===== src/rtl/operand_entry_rf.sv =====
// Keypad operand entry: BCD digit buffer (key/backspace/clear) committed as binary into NREG registers.
// Entry state and pulses update one cycle after the event, read ports have 1-cycle latency; no backpressure, one event per cycle.
module operand_entry_rf #(
  parameter  int NREG   = 2,
  parameter  int DIGITS = 4,
  parameter  int WIDTH  = 16,
  localparam int AW     = $clog2(NREG),
  localparam int CW     = $clog2(DIGITS + 1)
) (
  input  logic                  CLK,
  input  logic                  RST_N,
  input  logic                  KEY_VALID,
  input  logic [3:0]            KEY_DIGIT,
  input  logic                  BKSP,
  input  logic                  CLR,
  input  logic                  WE,
  input  logic [AW-1:0]         WADDR,
  input  logic [AW-1:0]         RADDR_1,
  input  logic [AW-1:0]         RADDR_2,
  output logic [WIDTH-1:0]      Dout_1,
  output logic [WIDTH-1:0]      Dout_2,
  output logic [4*DIGITS-1:0]   DIS,
  output logic [CW-1:0]         DIG_CNT,
  output logic                  FULL,
  output logic                  WR_DONE,
  output logic                  ERR
);

  function automatic longint unsigned max_entry(input int d);
    longint unsigned v;
    v = 64'd1;
    for (int i = 0; i < d; i++) v = v * 64'd10;
    return v - 64'd1;
  endfunction

  localparam longint unsigned MAX_ENTRY = max_entry(DIGITS);

  generate
    if (NREG < 2 || DIGITS < 1 || DIGITS > 9 ||
        (WIDTH < 64 && MAX_ENTRY >= (64'd1 << WIDTH))) begin : g_bad_params
      $error("operand_entry_rf: illegal NREG/DIGITS/WIDTH combination");
    end
  endgenerate

  logic [WIDTH-1:0]    rf_q [NREG];
  logic [WIDTH-1:0]    rf_d [NREG];
  logic [4*DIGITS-1:0] ent_q, ent_d;
  logic [CW-1:0]       cnt_q, cnt_d;
  logic                full_q, full_d;
  logic                wr_done_q, wr_done_d;
  logic                err_q, err_d;
  logic [WIDTH-1:0]    dout1_q, dout1_d;
  logic [WIDTH-1:0]    dout2_q, dout2_d;
  logic [WIDTH-1:0]    bin;
  logic                waddr_ok;

  // Horner: acc = acc*10 + digit, most significant digit first
  always_comb begin
    bin = '0;
    for (int i = DIGITS - 1; i >= 0; i--) begin
      bin = (bin << 3) + (bin << 1) + WIDTH'(ent_q[4*i +: 4]);
    end
  end

  always_comb begin
    waddr_ok = 1'b0;
    for (int i = 0; i < NREG; i++) begin
      if (WADDR == AW'(i)) waddr_ok = 1'b1;
    end
  end

  always_comb begin
    rf_d      = rf_q;
    ent_d     = ent_q;
    cnt_d     = cnt_q;
    wr_done_d = 1'b0;
    err_d     = 1'b0;
    if (CLR) begin
      ent_d = '0;
      cnt_d = '0;
    end else if (WE) begin
      if (waddr_ok) begin
        for (int i = 0; i < NREG; i++) begin
          if (WADDR == AW'(i)) rf_d[i] = bin;
        end
        ent_d     = '0;
        cnt_d     = '0;
        wr_done_d = 1'b1;
      end else begin
        err_d = 1'b1;
      end
    end else if (BKSP) begin
      if (cnt_q != '0) begin
        ent_d = ent_q >> 4;
        cnt_d = cnt_q - CW'(1);
      end
    end else if (KEY_VALID) begin
      if (KEY_DIGIT > 4'd9) begin
        err_d = 1'b1;
      end else if (cnt_q == '0 && KEY_DIGIT == 4'd0) begin
        // leading zero: accepted but leaves the buffer empty
        ent_d = ent_q;
      end else if (full_q) begin
        err_d = 1'b1;
      end else begin
        ent_d      = ent_q << 4;
        ent_d[3:0] = KEY_DIGIT;
        cnt_d      = cnt_q + CW'(1);
      end
    end
    full_d = (cnt_d == CW'(DIGITS));
  end

  // Reads sample the pre-write array, so same-cycle read/write returns the old value
  always_comb begin
    dout1_d = '0;
    dout2_d = '0;
    for (int i = 0; i < NREG; i++) begin
      if (RADDR_1 == AW'(i)) dout1_d = rf_q[i];
      if (RADDR_2 == AW'(i)) dout2_d = rf_q[i];
    end
  end

  always_ff @(posedge CLK) begin
    if (!RST_N) begin
      rf_q      <= '{default: '0};
      ent_q     <= '0;
      cnt_q     <= '0;
      full_q    <= 1'b0;
      wr_done_q <= 1'b0;
      err_q     <= 1'b0;
      dout1_q   <= '0;
      dout2_q   <= '0;
    end else begin
      rf_q      <= rf_d;
      ent_q     <= ent_d;
      cnt_q     <= cnt_d;
      full_q    <= full_d;
      wr_done_q <= wr_done_d;
      err_q     <= err_d;
      dout1_q   <= dout1_d;
      dout2_q   <= dout2_d;
    end
  end

  assign Dout_1  = dout1_q;
  assign Dout_2  = dout2_q;
  assign DIS     = ent_q;
  assign DIG_CNT = cnt_q;
  assign FULL    = full_q;
  assign WR_DONE = wr_done_q;
  assign ERR     = err_q;

endmodule


===== config.mk =====
export PLATFORM = sky130hd
export DESIGN_NAME = operand_entry_rf
export DESIGN_NICKNAME = d
export VERILOG_FILES = /design/src/rtl/operand_entry_rf.sv
export SDC_FILE = /design/constraint.sdc
export NUM_CORES = 1
export LEC_CHECK = 0
export BUFFER_PORTS_ARGS = -buffer_cell sky130_fd_sc_hd__buf_2
export CAP_MARGIN = 20
export CORE_MARGIN = 2
export CORE_UTILIZATION = 62
export CTS_BUF_LIST = sky130_fd_sc_hd__clkbuf_4
export CTS_CLUSTER_DIAMETER = 60
export DETAILED_ROUTE_END_ITERATION = 16
export PLACE_DENSITY = 0.94
export SLEW_MARGIN = 20
export SYNTH_ARGS = -nofsm -noshare
export SYNTH_HDL_FRONTEND = slang
export SYNTH_SLANG_ARGS = --single-unit

===== constraint.sdc =====
create_clock -name CLK -period 8.85 [get_ports CLK]
set_input_delay 0 -clock CLK [delete_from_list [all_inputs] [get_ports CLK]]
set_output_delay 0 -clock CLK [all_outputs]
set_load 0.02 [all_outputs]

==> metrics, run 1 <==
outcome completed; #FFs+latches synth 86; first-pass GRT wire length 17,200 um; post-synth cell types 51; drt initial violations 298; worst r2r dst rf_q[30]; ANT nets after route 0; Mapped Area 0.00489 mm^2; CP startpoint kind flop; placed instance count 659; root buffer cell clkbuf_4; CTS Sinks 86; FF-to-FF Start DIS[12]; worst hold path type in2reg; Setup TNS 0 ps; CTS tree done; most common cell after layout, fill and taps aside dfxtp_1; Overflow after GRT 0; start point of the critical path DIS[12]; I/O Buffers 66; Worst Path Required 9200 ps; DRC viols 0; Filler cells 583; layout cells sized above 1 18.0%; Crit Path Max Fanout 6; DIE HEIGHT 92.8 um; Post-Synth Adder-Cell Area 14.8%; CP Cell Sequence fa_1, fa_1, a21o_1, a21oi_1, xnor2_1, ha_1, ha_1, or3_1, o22ai_1, a21oi_1, xor2_1, ha_1, ha_1, a21o_1, a21o_1, a21oi_1, o21ai_1, nor3b_1, a311o_1; RSZ-0062 raised after global routing false; syn nets 581; Syn Area/Cell 9.51 um^2; slew margin rel. 38.2%; largest stage delay on the critical path 500 ps; Worst-path clk slew 140 ps; via count 3,972; setup bufs post-CTS 0; commonest non-fill, non-tap cells in the layout 86 x dfxtp_1, 66 x buf_2, 53 x nand2_1; Max Cap Viol 0; router iterations before antenna repair 5; # diodes 0; GRT Overall Usage 25.1%; vias per cell 5.80; Worst-Skew Late Latency 460 ps; Multi-input gate area 0.00298 mm^2; Seq/Total Area, Yosys 35.2%; worst-margin pin slew 923 ps; CP top delay family adder cells; slack of the worst reg-to-reg path 3600 ps; hold path depth 5; Tmin final 5250 ps; synth-to-layout area growth 12.5%; clk buf depth 2; largest net degree at the start of global routing 77; final setup violating endpoints 0; post-synthesis mux area share 9.42%; critical path buffer and inverter count 0; Hold Crit Start WADDR; routed len/inst 15.7 um; register area 0.00172 mm^2; HPWL Detailed 7450 um; fin cells 685; Final Hold Fails 0; CP arrival 5600 ps; Slowest-stage cell, CP fa_1; Peak Freq 0.191 GHz; R2R depth 19; xor/xnor share of the synthesized area 3.41%; initial antenna violation count 0; fin crit share 59.3%; Simple-Gate Fraction of Synth Area 17.7%; largest family of logic cells by synthesized area simple AND/OR/NAND/NOR gates; Place WS 3670 ps; number of cells produced by synthesis 514; Final Skew 26.3 ps; Die Wd 92.8 um; CP Capture Type flop; pins over their slew limit 0; die area 0.00861 mm^2; Peak VDD IR 0.0000784 V; Crit path top cell by count ha_1; Yosys warning count 0; floorplan row count 32; IO Count 67; core area 0.00769 mm^2; pwr/cell area 130 mW/mm^2; gpl congestion 0.975; overall power 0.000712 W; WS Path Type reg2reg; LEAKAGE 2.57 nW; post-route setup slack 3600 ps; Nets 645; compound-gate portion of the synthesized area 15.7%; number of H-tree levels 3; vias in the first global route 3,656; Initial Util 63.6%; Hold EP rf_q[27]; cts bufs inserted 9; total wire length 10,700 um
## cell families after synthesis
| group | count (synthesis) |
|---|---|
| AND/OR/NAND/NOR | 167 |
| flip-flops | 86 |
| XOR/XNOR | 19 |
| buffers and inverters | 42 |
| multiplexers | 46 |
| adder cells (fa/ha/maj) | 54 |
| AO/OA/AOI/OAI | 100 |
## per-layer routing
metal,GRT usage [%],part of all wire (%),vias to the layer above
met5,0,0,-
met2,43.7,50,145
li1,-,-,1923
met4,9.68,2.8,0
met3,6.59,5.2,28
met1,29.5,42,1876
## power by group
| group | total [W] | switching, W | internal [W] |
|---|---|---|---|
| registers | 0.000393 | 0.00000277 | 0.000390 |
| logic | 0.0000637 | 0.0000387 | 0.0000250 |
| clock network | 0.000255 | 0.000138 | 0.000117 |
## area by class of cell
class	instances	share of cell area, %
flip-flops and latches	86	31.3
repair buffers	78	8.10
inverters	17	1.16
multi-input cells	386	54.2
clock buffers	10	1.37
clock inverters	6	1.57
well taps	102	2.32
## cells in the mapped netlist, drive strengths merged
| library cell | number | area, um^2 |
|---|---|---|
| ha | 48 | 601 |
| nor3 | 2 | 10.0 |
| o41ai | 1 | 8.76 |
| inv | 17 | 63.8 |
| o21bai | 3 | 22.5 |
| nand3b | 1 | 20.0 |
| dfxtp | 86 | 1720 |
| o31a | 1 | 8.76 |
| o211ai | 5 | 42.5 |
| a21oi | 18 | 101 |
| nand4b | 2 | 17.5 |
| nor4 | 3 | 33.8 |
| o21a | 2 | 15.0 |
| o31ai | 3 | 27.5 |
| nor3b | 2 | 15.0 |
| a41oi | 2 | 17.5 |
| nand4 | 3 | 18.8 |
| xor2 | 9 | 78.8 |
| and2 | 6 | 37.5 |
| buf | 9 | 62.6 |
| o211a | 2 | 20.0 |
| clkbuf | 16 | 60.1 |
| a21boi | 17 | 131 |
| fa | 6 | 120 |
| nand2 | 53 | 199 |
| a211oi | 16 | 180 |
| nand3 | 20 | 100 |
| nor2b | 35 | 219 |
| nand2b | 9 | 63.8 |
| xnor2 | 10 | 87.6 |
| and3 | 1 | 6.26 |
| mux2i | 46 | 460 |
| a311o | 2 | 20.0 |
| o22ai | 2 | 12.5 |
| or2 | 1 | 8.76 |
| nor2 | 28 | 108 |
| o21ai | 19 | 106 |
| a21o | 7 | 52.6 |
| or3 | 1 | 6.26 |
## worst max-delay path by stage
stage               slack (ps)  depth (start not counted)  endpoint
detailed placement        3670                         19  rf_q[30]
floorplan                 3900                         19  rf_q[14]
finish                    3600                         19  rf_q[30]
global route              3290                         18  rf_q[31]
CTS                       3640                         19  rf_q[30]
global placement          3900                         19  rf_q[14]
## timing repair
action,in CTS,in global routing
endpoints found under the hold margin,7,0
hold buffers,10,0
gates resized for setup,0,0
## flip-flops by register name, indices dropped and copies added (netlist names)
register	cells
DIS	16
WR_DONE	1
Dout_2	16
Dout_1	16
ERR	1
DIG_CNT	3
FULL	1
rf_q	32
## worst min-delay path: cells and delay by family
kind / cells / cell delay [ps]
simple gates: 2 / 110
compound gates: 1 / 60
buf+inv: 2 / 280
## stage by stage
stage / cell area, um^2 / hold slack [ps] / util [%]
2_1_floorplan: 4890 / 149 / -
3_3_place_gp: 5240 / 306 / 68.1
3_5_place_dp: 5240 / 305 / 68.1
4_1_cts: 5500 / 27.2 / 71.5
5_1_grt: 5500 / 42.2 / 71.5
6_report: 5500 / 58.8 / 71.5
No activity file was read; power rests on OpenSTA's default activity.
==> run 2, diff against run 1 <==
ABC_AREA = 1   (was default)
CORE_UTILIZATION = 54   (was 62)
PLACE_DENSITY = 0.87   (was 0.94)
clock period = 4.3 ns   (was 8.85 ns; I/O delays follow)
==> run 2 against run 1 <==
Compared with the run above:
- sequential share of layout area down 3.8 points
- total power grew 120%
- count of clock-buffer cells in the layout is 1 lower
- via count rose by 21%
- register-to-register slack lost 3700 ps
- the flow now finishes with violations (setup timing)
==> metrics, run 2 <==
WS Path Type reg2reg; post-route setup slack -98.3 ps (-3700 ps); ys flop type dfxtp_1; most common cell after layout, fill and taps aside nand2_1; M2 GR Usage 42.7% (-0.94 points); initial antenna violation count 0 (unchanged); fin cells 883 (+29%); largest register by flop count rf_q; worst-margin pin slew 1020 ps (+93.6 ps); GRT busiest layer met2; slew margin rel. 32.2% (-6.1 points); via count 4,816 (+21%); core area 0.00911 mm^2 (+18%); met3 usage 3.48% (-3.1 points); worst hold path type in2reg; CP arrival 4720 ps (-880 ps); DIE HEIGHT 100 um (+7.9%); Post-synth EDFFs 0 (unchanged); largest net degree at the start of global routing 52 (-32%); Initial Util 54.7% (-8.8 points); clock power share 31.0% (-4.9 points); Yosys warning count 0 (unchanged); outcome finished with violations; top cells by area, synth dfxtp_1 35%, ha_1 12%, nand2_1 8.1%; Int Pwr 0.00105 W (+97%); fin crit share 102% (+43 points); Crit path top cell by count nand3_2; dpl cell area 0.00548 mm^2 (+4.6%); Final Hold Fails 0 (unchanged); Crit Path Max Fanout 4 (-2); Overflow after GRT 0 (unchanged); max FFs per register 32 (unchanged); vias per cell 5.45 (-5.9%); LEAKAGE 3.16 nW (+23%); Peak VDD IR 0.000140 V (+79%); pwr/cell area 249 mW/mm^2 (+92%); pins over their slew limit 0 (unchanged); Slowest-stage cell, CP fa_2; root buffer cell clkbuf_4; placed instance count 852 (+29%); commonest non-fill, non-tap cells in the layout 94 x nand2_1, 83 x nor2_1, 82 x dfxtp_1; Nets 834 (+29%); clk buf depth 2 (unchanged); CTS Sinks 86 (unchanged); Final Cell Area 0.00628 mm^2 (+14%); ANT nets after route 0 (unchanged); Syn Area/Cell 7.35 um^2 (-23%); CP Capture Type flop; Logic pwr share 14.7% (+5.8 points); top cells by count, synth 107 x nand2_1, 94 x nor2_1, 86 x dfxtp_1; failing checks setup timing; Final Skew 33.3 ps (+7.03 ps); Worst-path clk slew 160 ps (+20 ps); Filler cells 718 (+23%); largest stage delay on the critical path 600 ps (+100 ps); final core occ 68.9% (-2.6 points); I/O Buffers 66 (unchanged); Worst-Skew Late Latency 460 ps (about the same); CP top delay family adder cells; gpl congestion 0.885 (-9.2%); # diodes 0 (unchanged); die area 0.0100 mm^2 (+16%); router iterations before antenna repair 5 (unchanged); CTS tree done; Max Cap Viol 0 (unchanged); cell taking the most area after synthesis dfxtp_1; Synth async-reset ratio 0% (unchanged); syn nets 745 (+28%); vias in the first global route 4,406 (+21%); routed len/inst 14.6 um (-7.2%); top-area cell type share of the netlist area 34.5% (-0.70 points); HPWL Detailed 8230 um (+11%); Sw Share 32.8% (+7.6 points); RSZ-0062 raised after global routing true; register share of total power 54.2% (-1.0 points); number of cells produced by synthesis 678 (+32%); most common cell in the netlist nand2_1; Mapped Area 0.00498 mm^2 (+2.0%); CP Cell Sequence fa_2, ha_2, a31oi_1, xnor2_1, ha_1, ha_4, buf_4, a21oi_4, nand3_4, a21oi_4, xnor2_2, ha_1, ha_4, nand2_4, nor2_4, nand3_2, nand3_2, nand3_2, nand2_4, a21oi_2; Peak Freq 0.227 GHz (+19%); final setup violating endpoints 15 (+15); post-synth cell types 38 (-25%); GRT Overall Usage 24.0% (-1.2 points); total wire length 12,800 um (+20%); floorplan row count 35 (+9.4%); Switch Pwr 0.000514 W (+190%); #FFs+latches synth 86 (unchanged); cts bufs inserted 9 (unchanged); Worst Path Required 4620 ps (-4580 ps); IO Count 67 (unchanged); drt initial violations 293 (-1.7%); overall power 0.00156 W (+120%); layout cells sized above 1 28.4% (+10 points); critical path buffer and inverter count 1 (+1); Tmin final 4400 ps (-850 ps); synth-to-layout area growth 26.0%; met1 Resource Use GR 29.7% (+0.22 points); first-pass GRT wire length 19,700 um (+14%); number of H-tree levels 3 (unchanged); CP startpoint kind flop; Seq/Total Area, Yosys 34.5% (-0.70 points); Die Wd 100 um (+7.9%); DRC viols 0 (unchanged)
## run 2: changes by cell type after synthesis, moves of 8 or more
cell,previous run,this run
o21ai_1,1,16
a21oi_1,17,56
nor2b_1,35,0
inv_1,17,78
nand2b_1,8,0
o21ai_0,17,57
nor2_1,27,94
mux2i_1,46,0
nand2_1,53,107
a211oi_2,12,0
a21boi_0,16,0
nand2_2,0,8
nand3_1,20,33
## run 2: cell families (layout without fill, tap and decap cells)
group | Yosys count | count (layout) | share of synthesized area [%]
DFF | 86 | 86 | 34.5
xor gates and xnor gates | 13 | 13 | 2.28
and+or+nand+nor | 269 | 269 | 23.5
AOI/OAI and AO/OA | 148 | 148 | 15.9
adders and majority gates | 54 | 54 | 14.5
buffers and inverters | 108 | 202 | 9.31
## run 2: worst paths after layout
kind / startpoint / endpoint / slack, ps / cells after the start
setup / recovery: DIS[11] / rf_q[30] / -100 / 20
hold / removal: KEY_DIGIT[0] / DIS[0] / 30 / 5
setup reg to reg: DIS[11] / rf_q[30] / -100 / 20
hold reg to reg: rf_q[7] / Dout_1[7] / 470 / 2
## run 2: metal layers
| layer | wire length (um) | vias up |
|---|---|---|
| li1 | - | 2387 |
| met1 | 5340 | 2218 |
| met2 | 6490 | 174 |
| met3 | 628 | 37 |
| met4 | 386 | 0 |
| met5 | 0 | - |
## run 2: tightest hold or removal path, cell delays in order
cell and delay, ps:
buf_2 70, inv_1 50, o21ai_0 150, o21ai_1 70, nor2_1 100
## run 2: repair_timing
| item | 4_1_cts | 5_1_grt |
|---|---|---|
| gates resized for setup | 22 | 72 |
| buffers inserted | 1 | 5 |
| pin swaps | 5 | 36 |
| hold endpoints to repair | 29 | 0 |
| hold buffers | 9 | 0 |
| endpoints found under the setup margin | 16 | 18 |
## run 2: power groups by stage
stage	clock network [W]	logic, W	registers [W]
global route	0.000518	0.000256	0.000853
global placement	0	0.000203	0.000864
finish	0.000485	0.000231	0.000849
detailed placement	0	0.000209	0.000866
floorplan	0	0.000136	0.000889
CTS	0.000493	0.000219	0.000849
## run 2: metrics by stage
step	setup slack (ps)	TNS (ps)	hold slack, ps
floorplan	13.9	0	154
global placement	-67.1	-146	288
detailed placement	-191	-1470	297
CTS	11.6	0	12.2
global route	-275	-3450	60.7
finish	-98.3	-752	33.4
## run 2: cell type report
| class | count | area, um^2 | share of cell area, % |
|---|---|---|---|
| inverters | 84 | 325 | 5.18 |
| repair buffers | 102 | 627 | 9.98 |
| clock inverters | 7 | 73.8 | 1.18 |
| well taps | 111 | 139 | 2.21 |
| multi-input cells | 484 | 3320 | 52.9 |
| clock buffers | 9 | 67.6 | 1.08 |
| flip-flops and latches | 86 | 1730 | 27.5 |
==> run 3, diff against run 2 <==
CORE_UTILIZATION = 50   (was 54)
PLACE_DENSITY = 0.83   (was 0.87)
SKIP_CTS_REPAIR_TIMING = 1   (was default)
==> run 3 against run 2 <==
Compared with the run above:
- the run still ends with setup timing left
- largest cell class unchanged
- register-to-register slack improved by 80 ps
- combinational power about the same
- cell count is 2.2% higher
- count of clock-buffer cells in the layout did not move
- critical path depth increased by 3
- setup slack improved by 75 ps
==> metrics, run 3 (synthesized netlist as in run 2, its figures left out) <==
outcome finished with violations; failing checks setup timing; worst r2r dst rf_q[29]; I/O Buffers 66 (unchanged); via count 4,855 (+0.81%); total wire length 13,200 um (+2.8%); Logic pwr share 15.1% (+0.4 points); clock power share 30.0% (-1.0 points); Overflow after GRT 0 (unchanged); Max Cap Viol 0 (unchanged); GRT Overall Usage 20.6% (-3.3 points); vias per cell 5.38 (-1.3%); # diodes 0 (unchanged); final setup violating endpoints 3 (-12); Final Hold Fails 0 (unchanged); Place WS -170 ps (+20.8 ps); met3 usage 3.40% (-0.084 points); Tmin final 4320 ps (-75.3 ps); HPWL Detailed 8170 um (-0.82%); clk buf depth 2 (unchanged); initial antenna violation count 0 (unchanged); drt initial violations 237 (-19%); M2 GR Usage 34.5% (-8.2 points); critical path buffer and inverter count 4 (+3); slew margin rel. 30.4% (-1.8 points); commonest non-fill, non-tap cells in the layout 90 x nand2_1, 83 x nor2_1, 81 x dfxtp_1; Crit Path Max Fanout 4 (unchanged); Final Skew 26.1 ps (-7.19 ps); Crit path top cell by count ha_4; CP startpoint kind flop; vias in the first global route 4,264 (-3.2%); Hold EP DIS[3]; FF-to-FF Start DIS[12]; met1 Resource Use GR 26.7% (-3.0 points); CP arrival 4700 ps (-20 ps); Slowest-stage cell, CP fa_2; largest register by flop count rf_q; worst-margin pin slew 1040 ps (+26.5 ps); fin cells 902 (+2.2%); CTS Sinks 86 (unchanged); Die Wd 104 um (+3.8%); layout cells sized above 1 29.3% (+0.89 points); largest stage delay on the critical path 450 ps (-150 ps); Worst Path Required 4670 ps (+50 ps); routed len/inst 14.6 um (+0.64%); hold path depth 5 (unchanged); cts bufs inserted 9 (unchanged); R2R depth 23 (+15%); gpl congestion 0.906 (+2.4%); CP top delay family adder cells; pins over their slew limit 0 (unchanged); Initial Util 51.2% (-3.5 points); largest net degree at the start of global routing 52 (unchanged); worst hold path type in2reg; IO Count 67 (unchanged); CP Cell Sequence buf_4, ha_4, ha_4, fa_2, nand3_2, nand2_2, xor2_2, ha_4, ha_4, buf_4, nand2_1, inv_1, a21oi_4, xnor2_2, ha_1, ha_4, nand2_2, nor2_2, nand3_1, nand4_1, nand3_1, nand2_1, inv_1; Worst-Skew Late Latency 460 ps (about the same); Int Pwr 0.00104 W (-0.63%); router iterations before antenna repair 5 (unchanged); pwr/cell area 244 mW/mm^2 (-2.3%); Nets 831 (-0.36%); first-pass GRT wire length 18,900 um (-4.0%); Worst-path clk slew 170 ps (about the same); WS Path Type reg2reg; post-route setup slack -22.9 ps (+75.3 ps); die area 0.0108 mm^2 (+7.7%); floorplan row count 36 (+2.9%); Peak VDD IR 0.000134 V (-4.4%); overall power 0.00155 W (-1.2%); fin crit share 101% (-1.8 points); most common cell after layout, fill and taps aside nand2_1; Peak Freq 0.231 GHz (+1.7%); number of H-tree levels 3 (unchanged); CP Capture Type flop; max FFs per register 32 (unchanged); Sw Share 32.4% (-0.40 points); register share of total power 55.0% (+0.8 points); LEAKAGE 3.13 nW (-0.96%); RSZ-0062 raised after global routing true; ANT nets after route 0 (unchanged); Hold Crit Start KEY_DIGIT[3]; CTS tree done; core area 0.00973 mm^2 (+6.8%); synth-to-layout area growth 27.3%; slack of the worst reg-to-reg path -20 ps (+80 ps); placed instance count 875 (+2.7%); GRT busiest layer met2; Switch Pwr 0.000501 W (-2.4%); DIE HEIGHT 104 um (+3.8%); DRC viols 0 (unchanged); root buffer cell clkbuf_4
[run 3: worst max-delay path by stage]
stage	endpoint	cells after the start	start	slack [ps]
global route	rf_q[30]	22	DIS[14]	-170
floorplan	rf_q[28]	22	DIS[10]	10
CTS	rf_q[30]	21	DIS[11]	-250
global placement	rf_q[30]	21	DIS[11]	-60
finish	rf_q[29]	23	DIS[12]	-20
detailed placement	rf_q[29]	23	DIS[11]	-170
[run 3: layer usage]
metal	routed length, um	vias to the layer above
met5	0	-
met2	6550	199
li1	-	2378
met4	422	0
met3	785	55
met1	5450	2223
[run 3: power by group through the flow]
stage          clock network, W  logic (W)  registers [W]
6_report               0.000463   0.000233       0.000849
5_1_grt                0.000504   0.000258       0.000854
4_1_cts                0.000465   0.000212       0.000849
3_5_place_dp                  0   0.000210       0.000866
3_3_place_gp                  0   0.000204       0.000864
2_1_floorplan                 0   0.000136       0.000889
[run 3: final cells by class]
| cell class | count | area [um^2] |
|---|---|---|
| multi-input cells | 484 | 3390 |
| fillers | 781 | 3380 |
| flip-flops and latches | 86 | 1730 |
| repair buffers | 99 | 601 |
| inverters | 84 | 325 |
| well taps | 133 | 166 |
| clock buffers | 9 | 67.6 |
| clock inverters | 7 | 67.6 |
[run 3: per-stage QoR]
| step | area [um^2] | util, % | TNS, ps | hold slack, ps |
|---|---|---|---|---|
| 2_1_floorplan | 4990 | - | 0 | 154 |
| 3_3_place_gp | 5510 | 56.6 | -141 | 284 |
| 3_5_place_dp | 5510 | 56.6 | -1730 | 288 |
| 4_1_cts | 5650 | 58.0 | -2950 | -225 |
| 5_1_grt | 6350 | 65.2 | -1810 | 36.0 |
| 6_report | 6350 | 65.2 | -48.0 | 26.9 |
[run 3: worst reg2reg max path, stage by stage, from the launching register on]
cell     delay, ps
dfxtp_2        370
buf_4          160
ha_4           170
ha_4           170
fa_2           450
nand3_2         90
nand2_2         60
xor2_2         250
ha_4           250
ha_4           280
buf_4          140
nand2_1         60
inv_1          110
a21oi_4         80
xnor2_2        230
ha_1           300
ha_4           320
nand2_2         80
nor2_2         140
nand3_1        140
nand4_1        150
nand3_1         90
nand2_1        110
inv_1           40
